[src/rtl/ser2_pkg.sv]
// Shared constants and types for the two-lane serial transmitter.
//   ComSym       : alignment / idle symbol
//   SymW         : symbol width in bits
//   lane_state_e : per-lane state encoding
package ser2_pkg;

  localparam int unsigned SymW   = 8;
  localparam logic [7:0]  ComSym = 8'hBC;

  typedef enum logic {
    StInit   = 1'b0,
    StActive = 1'b1
  } lane_state_e;

endpackage

[src/rtl/ser2_lane.sv]
// One transmit lane: byte FIFO, MSB-first shifter, bit/sync counters and state machine.
// Optional feature macro: SER2_TX_BYTECNT_EN adds the tx_cnt_o data-symbol counter.
// Ports:
//   clk_i, rst_ni  : clock, asynchronous active-low reset
//   data_i/valid_i : write byte and request
//   ready_o        : FIFO not full (combinational from count)
//   out_o          : serial line, bit 7 of the shift register
//   data_act_o     : current symbol is a data byte
//   almost_full_o  : registered count >= DEPTH-1
//   tx_cnt_o       : saturating count of data-symbol loads (optional)
module ser2_lane
  import ser2_pkg::*;
#(
  parameter int unsigned DEPTH      = 4,
  parameter int unsigned SYNC_COUNT = 4,
  parameter logic [7:0]  COM        = ComSym
) (
  input  logic            clk_i,
  input  logic            rst_ni,
  input  logic [SymW-1:0] data_i,
  input  logic            valid_i,
  output logic            ready_o,
  output logic            out_o,
  output logic            data_act_o,
  output logic            almost_full_o
`ifdef SER2_TX_BYTECNT_EN
  ,
  output logic [15:0]     tx_cnt_o
`endif
);

  localparam int unsigned PtrW  = $clog2(DEPTH);
  localparam int unsigned CntW  = PtrW + 1;
  localparam int unsigned SyncW = $clog2(SYNC_COUNT + 1);
  localparam logic [2:0]  BitLast = 3'd7;

  logic [SymW-1:0] mem_q [DEPTH];
  logic [PtrW-1:0] wr_ptr_q, rd_ptr_q;
  logic [CntW-1:0] count_q, count_d;
  logic [SymW-1:0] shift_q;
  logic [2:0]      bitcnt_q;
  logic [SyncW-1:0] sync_q;
  lane_state_e     state_q;
  logic            data_act_q;
  logic            almost_full_q;

  logic push, pop, load;

  assign ready_o = (count_q != CntW'(DEPTH));
  assign push    = valid_i && ready_o;
  assign load    = (bitcnt_q == BitLast);
  // Pop only on a load edge in ACTIVE, judged on the pre-edge count so a byte
  // pushed on that same edge waits for the next symbol.
  assign pop     = load && (state_q == StActive) && (count_q != '0);

  always_comb begin
    count_d = count_q;
    unique case ({push, pop})
      2'b10:   count_d = count_q + CntW'(1);
      2'b01:   count_d = count_q - CntW'(1);
      default: count_d = count_q;
    endcase
  end

  always_ff @(posedge clk_i) begin
    if (push) begin
      mem_q[wr_ptr_q] <= data_i;
    end
  end

  always_ff @(posedge clk_i or negedge rst_ni) begin
    if (!rst_ni) begin
      wr_ptr_q      <= '0;
      rd_ptr_q      <= '0;
      count_q       <= '0;
      almost_full_q <= 1'b0;
      shift_q       <= '0;
      bitcnt_q      <= BitLast;
      sync_q        <= '0;
      state_q       <= StInit;
      data_act_q    <= 1'b0;
    end else begin
      if (push) wr_ptr_q <= wr_ptr_q + PtrW'(1);
      if (pop)  rd_ptr_q <= rd_ptr_q + PtrW'(1);
      count_q       <= count_d;
      almost_full_q <= (count_d >= CntW'(DEPTH - 1));
      if (load) begin
        bitcnt_q <= '0;
        unique case (state_q)
          StInit: begin
            shift_q    <= COM;
            data_act_q <= 1'b0;
            sync_q     <= sync_q + SyncW'(1);
            if (sync_q == SyncW'(SYNC_COUNT - 1)) state_q <= StActive;
          end
          StActive: begin
            if (count_q != '0) begin
              shift_q    <= mem_q[rd_ptr_q];
              data_act_q <= 1'b1;
            end else begin
              shift_q    <= COM;
              data_act_q <= 1'b0;
            end
          end
          default: state_q <= StInit;
        endcase
      end else begin
        shift_q  <= shift_q << 1;
        bitcnt_q <= bitcnt_q + 3'd1;
      end
    end
  end

  assign out_o         = shift_q[SymW-1];
  assign data_act_o    = data_act_q;
  assign almost_full_o = almost_full_q;

`ifdef SER2_TX_BYTECNT_EN
  logic [15:0] tx_cnt_q;

  always_ff @(posedge clk_i or negedge rst_ni) begin
    if (!rst_ni) begin
      tx_cnt_q <= '0;
    end else if (pop && (tx_cnt_q != 16'hFFFF)) begin
      tx_cnt_q <= tx_cnt_q + 16'd1;
    end
  end

  assign tx_cnt_o = tx_cnt_q;
`endif

endmodule

[src/rtl/ser2_tx.sv]
// Two-lane byte-to-serial transmitter (transmit end of the disp2 link).
// Optional feature macro: SER2_TX_BYTECNT_EN adds tx_cnt1/tx_cnt2 data-symbol counters.
// Ports:
//   clk, reset                : clock, asynchronous active-low reset
//   in_data*/in_valid*        : per-lane write byte and request
//   in_ready*                 : per-lane FIFO not full
//   out*                      : per-lane serial line, MSB first
//   data_act*                 : per-lane data-symbol indicator
//   almost_full_f*            : per-lane FIFO count >= DEPTH-1
//   tx_cnt1, tx_cnt2          : per-lane saturating data-symbol counts (optional)
module ser2_tx
  import ser2_pkg::*;
#(
  parameter int unsigned DEPTH      = 4,
  parameter int unsigned SYNC_COUNT = 4,
  parameter logic [7:0]  COM        = ComSym
) (
  input  logic        clk,
  input  logic        reset,
  input  logic [7:0]  in_data1,
  input  logic        in_valid1,
  output logic        in_ready1,
  input  logic [7:0]  in_data2,
  input  logic        in_valid2,
  output logic        in_ready2,
  output logic        out1,
  output logic        out2,
  output logic        data_act1,
  output logic        data_act2,
  output logic        almost_full_f1,
  output logic        almost_full_f2
`ifdef SER2_TX_BYTECNT_EN
  ,
  output logic [15:0] tx_cnt1,
  output logic [15:0] tx_cnt2
`endif
);

  ser2_lane #(
    .DEPTH      (DEPTH),
    .SYNC_COUNT (SYNC_COUNT),
    .COM        (COM)
  ) u_lane1 (
    .clk_i         (clk),
    .rst_ni        (reset),
    .data_i        (in_data1),
    .valid_i       (in_valid1),
    .ready_o       (in_ready1),
    .out_o         (out1),
    .data_act_o    (data_act1),
    .almost_full_o (almost_full_f1)
`ifdef SER2_TX_BYTECNT_EN
    ,
    .tx_cnt_o      (tx_cnt1)
`endif
  );

  ser2_lane #(
    .DEPTH      (DEPTH),
    .SYNC_COUNT (SYNC_COUNT),
    .COM        (COM)
  ) u_lane2 (
    .clk_i         (clk),
    .rst_ni        (reset),
    .data_i        (in_data2),
    .valid_i       (in_valid2),
    .ready_o       (in_ready2),
    .out_o         (out2),
    .data_act_o    (data_act2),
    .almost_full_o (almost_full_f2)
`ifdef SER2_TX_BYTECNT_EN
    ,
    .tx_cnt_o      (tx_cnt2)
`endif
  );

endmodule

[config.mk]
export PLATFORM = sky130hd
export DESIGN_NAME = ser2_tx
export DESIGN_NICKNAME = d
export VERILOG_FILES = /design/src/rtl/ser2_pkg.sv /design/src/rtl/ser2_lane.sv /design/src/rtl/ser2_tx.sv
export SDC_FILE = /design/constraint.sdc
export NUM_CORES = 1
export LEC_CHECK = 0
export CORE_UTILIZATION = 63
export CTS_CLUSTER_SIZE = 14
export DETAILED_ROUTE_END_ITERATION = 10
export PLACE_DENSITY = 0.84
export SETUP_SLACK_MARGIN = 0.5
export SKIP_CTS_REPAIR_TIMING = 1
export SYNTH_ARGS = -nofsm -noshare
export SYNTH_HDL_FRONTEND = slang
export SYNTH_SLANG_ARGS = --single-unit
[constraint.sdc]
create_clock -name clk -period 5.4 [get_ports clk]
set_clock_uncertainty 0.05 [all_clocks]
set_input_delay 0.54 -clock clk [delete_from_list [all_inputs] [get_ports clk]]
set_output_delay 0.54 -clock clk [all_outputs]
set_load 0.02 [all_outputs]
==> results of run 1 <==
## cells in the mapped netlist (all sizes together)
library cell  number  share of area, %
and2               4              0.68
ha                18               5.1
nor2               2              0.17
edfxtp            64                44
nand2             12               1.0
o22a              10               2.0
o21ai             10               1.1
or3                2              0.34
mux2               6               1.7
and3               8               1.4
dfrtp             42                24
o311ai             2              0.74
a21o               2              0.34
nand2b             2              0.28
inv               16               1.4
dfstp              6               3.6
xnor2             12               2.4
mux4              16               8.2
or3b               2              0.40
fa                 2              0.91
buf                2              0.23
nand3              2              0.23
clkbuf             4              0.34
## power groups by stage
stage / sequential, W / clock [W] / combinational [W]
2_1_floorplan: 0.00124 / 0 / 0.000410
3_3_place_gp: 0.00128 / 0 / 0.000539
3_5_place_dp: 0.00130 / 0 / 0.000554
4_1_cts: 0.00128 / 0.000479 / 0.000558
5_1_grt: 0.00130 / 0.000503 / 0.000603
6_report: 0.00128 / 0.000466 / 0.000550
## cell type report
cell class | instances | area, µm²
tap | 80 | 100.1
clock inverter | 5 | 40.04
multi-input combinational | 112 | 1189
timing repair buffer | 27 | 265.3
inverter | 16 | 60.06
clock buffer | 11 | 152.6
fill | 407 | 1819
sequential | 112 | 3131
## worst min path at each step
stage	cells after the start	endpoint	start	slack (ns)
3_3_place_gp	1	u_lane1.shift_q[4]$_DFF_PN0_	u_lane1.shift_q[3]$_DFF_PN0_	0.40
6_report	1	u_lane1.shift_q[5]$_DFF_PN0_	reset	0.29
2_1_floorplan	0	u_lane1.almost_full_o$_DFF_PN0_	reset	0.19
4_1_cts	1	u_lane2.wr_ptr_q[1]$_DFFE_PN0P_	reset	0.32
5_1_grt	1	u_lane1.shift_q[6]$_DFF_PN0_	reset	0.37
3_5_place_dp	1	u_lane2.shift_q[5]$_DFF_PN0_	u_lane2.shift_q[4]$_DFF_PN0_	0.41
## registers in the layout, summed over array words and instances (netlist names), 2 cells and up
signal and count:
u_lane1.shift_q 8, u_lane1.sync_q 3, u_lane2.sync_q 3, u_lane1.wr_ptr_q 2
u_lane2.mem_q 32, u_lane2.wr_ptr_q 2, u_lane2.shift_q 8, u_lane1.rd_ptr_q 2
u_lane1.bitcnt_q 3, u_lane2.count_q 3, u_lane2.bitcnt_q 3, u_lane2.rd_ptr_q 2
u_lane1.mem_q 32, u_lane1.count_q 3
## critical path: stages (launching register included)
cell and delay [ns]:
dfstp_2 0.54, ha_1 0.14, ha_1 0.41, o311ai_2 0.32, inv_1 0.23, ha_1 0.23, fa_1 0.42, mux2_2 0.28
nand2_1 0.07, nand3_1 0.07
## stage by stage
stage	util, %	hold WS [ns]	std cells	setup WS, ns	total power [W]
2_1_floorplan	-	0.1944	246	2.955	0.001650
4_1_cts	73.07	0.3222	363	2.488	0.002318
6_report	73.07	0.2937	363	2.513	0.002292
3_3_place_gp	70.22	0.4026	347	2.657	0.001821
5_1_grt	73.07	0.3713	363	2.260	0.002406
3_5_place_dp	70.22	0.4093	347	2.527	0.001849
## routing by layer
layer  track usage [%]  vias up
met5                 0        -
met4             9.091        0
met3             5.197       15
met2             32.87       36
met1             25.37     1034
li1                  -      968
## cells by family (layout without fill, tap and decap cells)
kind of cell,count (synthesis),in the layout,share of synthesized area [%]
AO/OA/AOI/OAI,24,24,4.204
XOR/XNOR,12,12,2.386
adder cells (fa/ha/maj),20,20,6.023
buffers and inverters,22,59,1.932
flip-flops,112,112,71.08
multiplexers,22,22,9.886
AND/OR/NAND/NOR,34,34,4.489
==> metrics.md, run 1 <==
| Metric | Value |
|---|---|
| TritonCTS clock tree | yes |
| Core Footprint | between 0.006 and 0.007 mm² |
| CTS Root Cell | clkbuf_8 |
| Worst-Margin Slew | 1.034 ns |
| Layout cells sized above 1 | 20.49% |
| PwrDens | 464.3 mW/mm² |
| Startpoint types | register |
| Initial Utilization | about two thirds |
| Die area | 0.007329 mm² |
| Met1 wire length | 2836 µm |
| Area after DPL | 0.004745 mm² |
| Yosys cell types | 25 |
| Setup TNS | 0 ns |
| Via count | 2053 |
| GRT Total Usage | 19.99% |
| Die width | 85.61 µm |
| Clock Latency Late Sink | 0.37 ns |
| Share of power burned in registers | 55.7% |
| Cell area after synthesis | around 0.0044 mm² |
| DRT Pass-1 Iters | 4 |
| Synth Instances | 246 |
| Sequential area share after synthesis | a little over 70% |
| Hold crit path type | in -> async |
| Net switching power | 0.0006640 W |
| Number of antenna diodes | 0 |
| Commonest non-fill, non-tap cell in the layout | edfxtp_1 |
| Post-DRT Antenna Nets | 0 |
| Leak pwr | between 1.5 and 2 nW |
| Internal cell power | 0.001628 W |
| Avg Cell Area, Syn | 17.90 µm² |
| Relative max-transition margin | 31.08% |
| Clock network power share | about a fifth |
| Uppermost layer routed | met4 |
| Worst-path fanout max | 12 |
| Crit. Startpoint | u_lane1.bitcnt_q[0]$_DFF_PN1_ |
| Clk sink count | between 100 and 150 |
| First-pass GRT wire length | 10510 µm |
| Synth warnings | 0 |
| Top Ports | 28 |
| WS Path Type | reg -> reg |
| Final Net Count | 318 |
| R2r startpoint | u_lane1.bitcnt_q[0]$_DFF_PN1_ |
| Final hold vios | 0 |
| Tmin final | 2.887 ns |
| Logic pwr share | 24.0% |
| Row Count | 30 |
| Clock Path Buffers | 2 |
| Met3 wire len | approximately 210 µm |
| CP arrival | 3.07 ns |
| Worst reg2reg endpoint | u_lane1.almost_full_o$_DFF_PN0_ |
| Fin. max-slew vios | 0 |
| Largest net degree at the start of global routing | 49 |
| Final worst path period share | 53.46% |
| DR WL/cell | 17.75 µm |
| Fmax | 0.3464 GHz |
| RSZ-0062 raised after global routing | no |
| Crit path capture type | register |
| P&R area growth vs syn | 12.10% |
| Max_cap viols | 0 |
| Post-route design area | 0.004937 mm² |
| Routed wl met2 | ~3200 µm |
| Flop and latch count out of synthesis | between 100 and 150 |
| Endpoints failing setup | 0 |
| Vias in the first global route | ~2100 |
| DRC viols | 0 |
| Initial antenna violation count | 0 |
| Switching share of power | 28.97% |
| Critical Path RT | 5.59 ns |
| Initial DRC count | 112 |
| R2R Setup Slk | 2.51 ns |
| CTS clk-pin slew, worst paths | 0.10 ns |
| Post-DR vias/cell | 5.656 |
| H-tree level count | 3 |
| Critical path endpoint | u_lane1.almost_full_o$_DFF_PN0_ |
| R2R cell count | 9 |
| TritonCTS buffer count | 9 |
| Port Buf Inserts | 27 |
| Outcome | finished, final reports clean |
| Routed WL | 6442 µm |
| Total gr overflow | 0 |
| Maximum vdd ir drop | 282.9 µV |
| Syn Nets | 286 |
| DP HPWL | between 4000 and 5000 µm |
| Die Height | 85.61 µm |
| Commonest cells after routing, fill and taps aside | edfxtp_1, dfrtp_1, clkdlybuf4s50_1 |
| Gpl congestion | roughly 0.70 |
Power figures use the tool's default switching activity.
==> inputs of run 2 (changes only) <==
--- a/config.mk
+++ b/config.mk
@@ -5,10 +5,10 @@
 export SDC_FILE = /design/constraint.sdc
 export NUM_CORES = 1
 export LEC_CHECK = 0
-export CORE_UTILIZATION = 63
+export CORE_UTILIZATION = 53
 export CTS_CLUSTER_SIZE = 14
 export DETAILED_ROUTE_END_ITERATION = 10
-export PLACE_DENSITY = 0.84
+export PLACE_DENSITY = 0.75
 export SETUP_SLACK_MARGIN = 0.5
 export SKIP_CTS_REPAIR_TIMING = 1
 export SYNTH_ARGS = -nofsm -noshare
==> constraint.sdc (replaced) <==
create_clock -name clk -period 2.48 [get_ports clk]
set_clock_uncertainty 0.05 [all_clocks]
set_input_delay 0.248 -clock clk [delete_from_list [all_inputs] [get_ports clk]]
set_output_delay 0.248 -clock clk [all_outputs]
set_load 0.02 [all_outputs]
==> metrics.md, run 2 (same netlist as run 1, synthesis figures left out) <==
| Metric | Value |
|---|---|
| Finished Core Util | 67.16% (-5.9 points) |
| Startpoint types | register |
| DR WL/cell | 17.39 µm (-2.0%) |
| Relative max-transition margin | 56.85% (+26 points) |
| Largest net degree at the start of global routing | 28 (-43%) |
| CTS clk-pin slew, worst paths | 0.10 ns (about the same) |
| Fill cells | 520 (+28%) |
| Initial Utilization | 55.84% (-9.3 points) |
| Pre-CTS setup slack | 0.1088 ns (-2.418 ns) |
| Setup TNS | 0 ns (unchanged) |
| PwrDens | 991.3 mW/mm² (+110%) |
| Max_cap viols | 0 (unchanged) |
| Maximum vdd ir drop | 413.2 µV (+46%) |
| Gpl congestion | 0.7156 (+2.5%) |
| Post-DRT Antenna Nets | 0 (unchanged) |
| DRT Pass-1 Iters | 3 (-1) |
| CP arrival | 2.43 ns (-0.64 ns) |
| CTS Root Cell | clkbuf_8 |
| Top Ports | 28 (unchanged) |
| Worst-path fanout max | 4 (-8) |
| Endpoints failing setup | 0 (unchanged) |
| Final Net Count | 342 (+7.5%) |
| Pwr Total | 0.005252 W (+130%) |
| Number of antenna diodes | 0 (unchanged) |
| Vias in the first global route | 2174 (+1.7%) |
| First-pass GRT wire length | 11040 µm (+5.1%) |
| TritonCTS buffer count | 9 (unchanged) |
| Row Count | 32 (+6.7%) |
| Critical Path RT | 2.68 ns (-2.91 ns) |
| Largest regs | u_lane1.mem_q (32), u_lane2.mem_q (32) |
| Fmax | 0.4477 GHz (+29%) |
| Layout cells sized above 1 | 34.20% (+14 points) |
| Total gr overflow | 0 (unchanged) |
| WS Path Type | reg -> reg |
| H-tree level count | 3 (unchanged) |
| Crit path capture type | register |
| Post-DR vias/cell | 5.296 (-6.4%) |
| DRC viols | 0 (unchanged) |
| R2r startpoint | u_lane2.bitcnt_q[1]$_DFF_PN1_ |
| Routed WL | 7112 µm (+10%) |
| DP HPWL | 4695 µm (+7.6%) |
| Hold crit path type | in -> async |
| Die area | 0.008679 mm² (+18%) |
| Initial antenna violation count | 0 (unchanged) |
| RSZ-0062 raised after global routing | yes |
| Port Buf Inserts | 27 (unchanged) |
| Final worst path period share | 90.07% (+37 points) |
| WHS | 0.3949 ns (+0.1011 ns) |
| Clk sink count | 112 (unchanged) |
| Commonest non-fill, non-tap cell in the layout | edfxtp_1 |
| Tmin final | 2.234 ns (-0.6531 ns) |
| Leak pwr | 2.066 nW (+7.2%) |
| Final WS setup | 0.2463 ns (-2.267 ns) |
| Via count | 2166 (+5.5%) |
| Final hold vios | 0 (unchanged) |
| Worst-Margin Slew | 0.6473 ns (-0.3865 ns) |
| Initial DRC count | 94 (-16%) |
| Die width | 93.16 µm (+8.8%) |
| P&R area growth vs syn | 20.28% |
| Crit. Startpoint | u_lane2.bitcnt_q[1]$_DFF_PN1_ |
| Fin. max-slew vios | 0 (unchanged) |
| Clock Path Buffers | 2 (unchanged) |
| Commonest cells after routing, fill and taps aside | edfxtp_1, dfrtp_1, clkdlybuf4s50_1 |
| Core Footprint | 0.007888 mm² (+17%) |
| Die Height | 93.16 µm (+8.8%) |
| TritonCTS clock tree | yes |
| Clock Latency Late Sink | 0.36 ns (about the same) |
| GRT Total Usage | 17.41% (-2.6 points) |
| Outcome | finished, final reports clean |
run 2: cell types whose count changed in the layout (fill, tap and decap cells not counted), sizes merged:
cell	previous run	this run
buf	1	24
clkbuf	11	12
dlygate4sd3	0	1
inv	17	18
clkinvlp	3	1
clkdlybuf4s50	26	24
dlymetal6s2s	0	2
run 2: worst paths after layout:
check                      cells past startpoint  slack (ns)                              end
max                                            9        0.25  u_lane2.almost_full_o$_DFF_PN0_
min                                            2        0.39     u_lane1.shift_q[7]$_DFF_PN0_
max reg2reg                                    9        0.25  u_lane2.almost_full_o$_DFF_PN0_
min reg2reg                                    1        0.43     u_lane2.shift_q[3]$_DFF_PN0_
max in group asynchronous                      3        1.37    u_lane2.bitcnt_q[2]$_DFF_PN1_
min in group clk                               1        0.43     u_lane2.shift_q[3]$_DFF_PN0_
run 2: where the power goes:
part	internal [W]	switching, W	leakage, nW
Combinational	0.000829	0.000631	0.835
Clock	0.000436	0.000575	0.0983
Sequential	0.00246	0.000316	1.13
run 2: critical path: stages, from the launching register on:
cell and delay (ns):
dfstp_2 0.56, ha_4 0.14, ha_4 0.14, o311ai_4 0.12, inv_2 0.13, ha_4 0.15
fa_2 0.42, mux2_4 0.28, nand2_2 0.06, nand3_2 0.07
run 2: per-layer routing:
layer	GRT usage, %	vias up	share of wire, %
met5	0	-	0
li1	-	1024	-
met4	6.923	0	1.5
met2	26.59	24	50
met3	3.659	10	2.0
met1	24.78	1108	47
run 2: cell type report:
cell class                 count  area, µm²  area share (%)
clock buffer                  12      158.9           3.000
clock inverter                 4      25.02          0.4724
inverter                      16      60.06           1.134
multi-input combinational    112       1324           24.99
sequential                   112       3137           59.21
tap                          102      127.6           2.409
timing repair buffer          51      465.4           8.786
run 2: stage by stage:
| stage | cell area [µm²] | instances |
|---|---|---|
| 6_report | 5298 | 409 |
| 3_5_place_dp | 4892 | 373 |
| 5_1_grt | 5298 | 409 |
| 3_3_place_gp | 4892 | 373 |
| 2_1_floorplan | 4482 | 246 |
| 4_1_cts | 5076 | 389 |
==> inputs of run 3 (changes only) <==
--- a/config.mk
+++ b/config.mk
@@ -6,6 +6,7 @@
 export NUM_CORES = 1
 export LEC_CHECK = 0
 export CORE_UTILIZATION = 53
+export CTS_CLUSTER_DIAMETER = 40
 export CTS_CLUSTER_SIZE = 14
 export DETAILED_ROUTE_END_ITERATION = 10
 export PLACE_DENSITY = 0.75
==> results of run 3 <==
The final DEF is identical to that of run 2; final timing and power are the same.
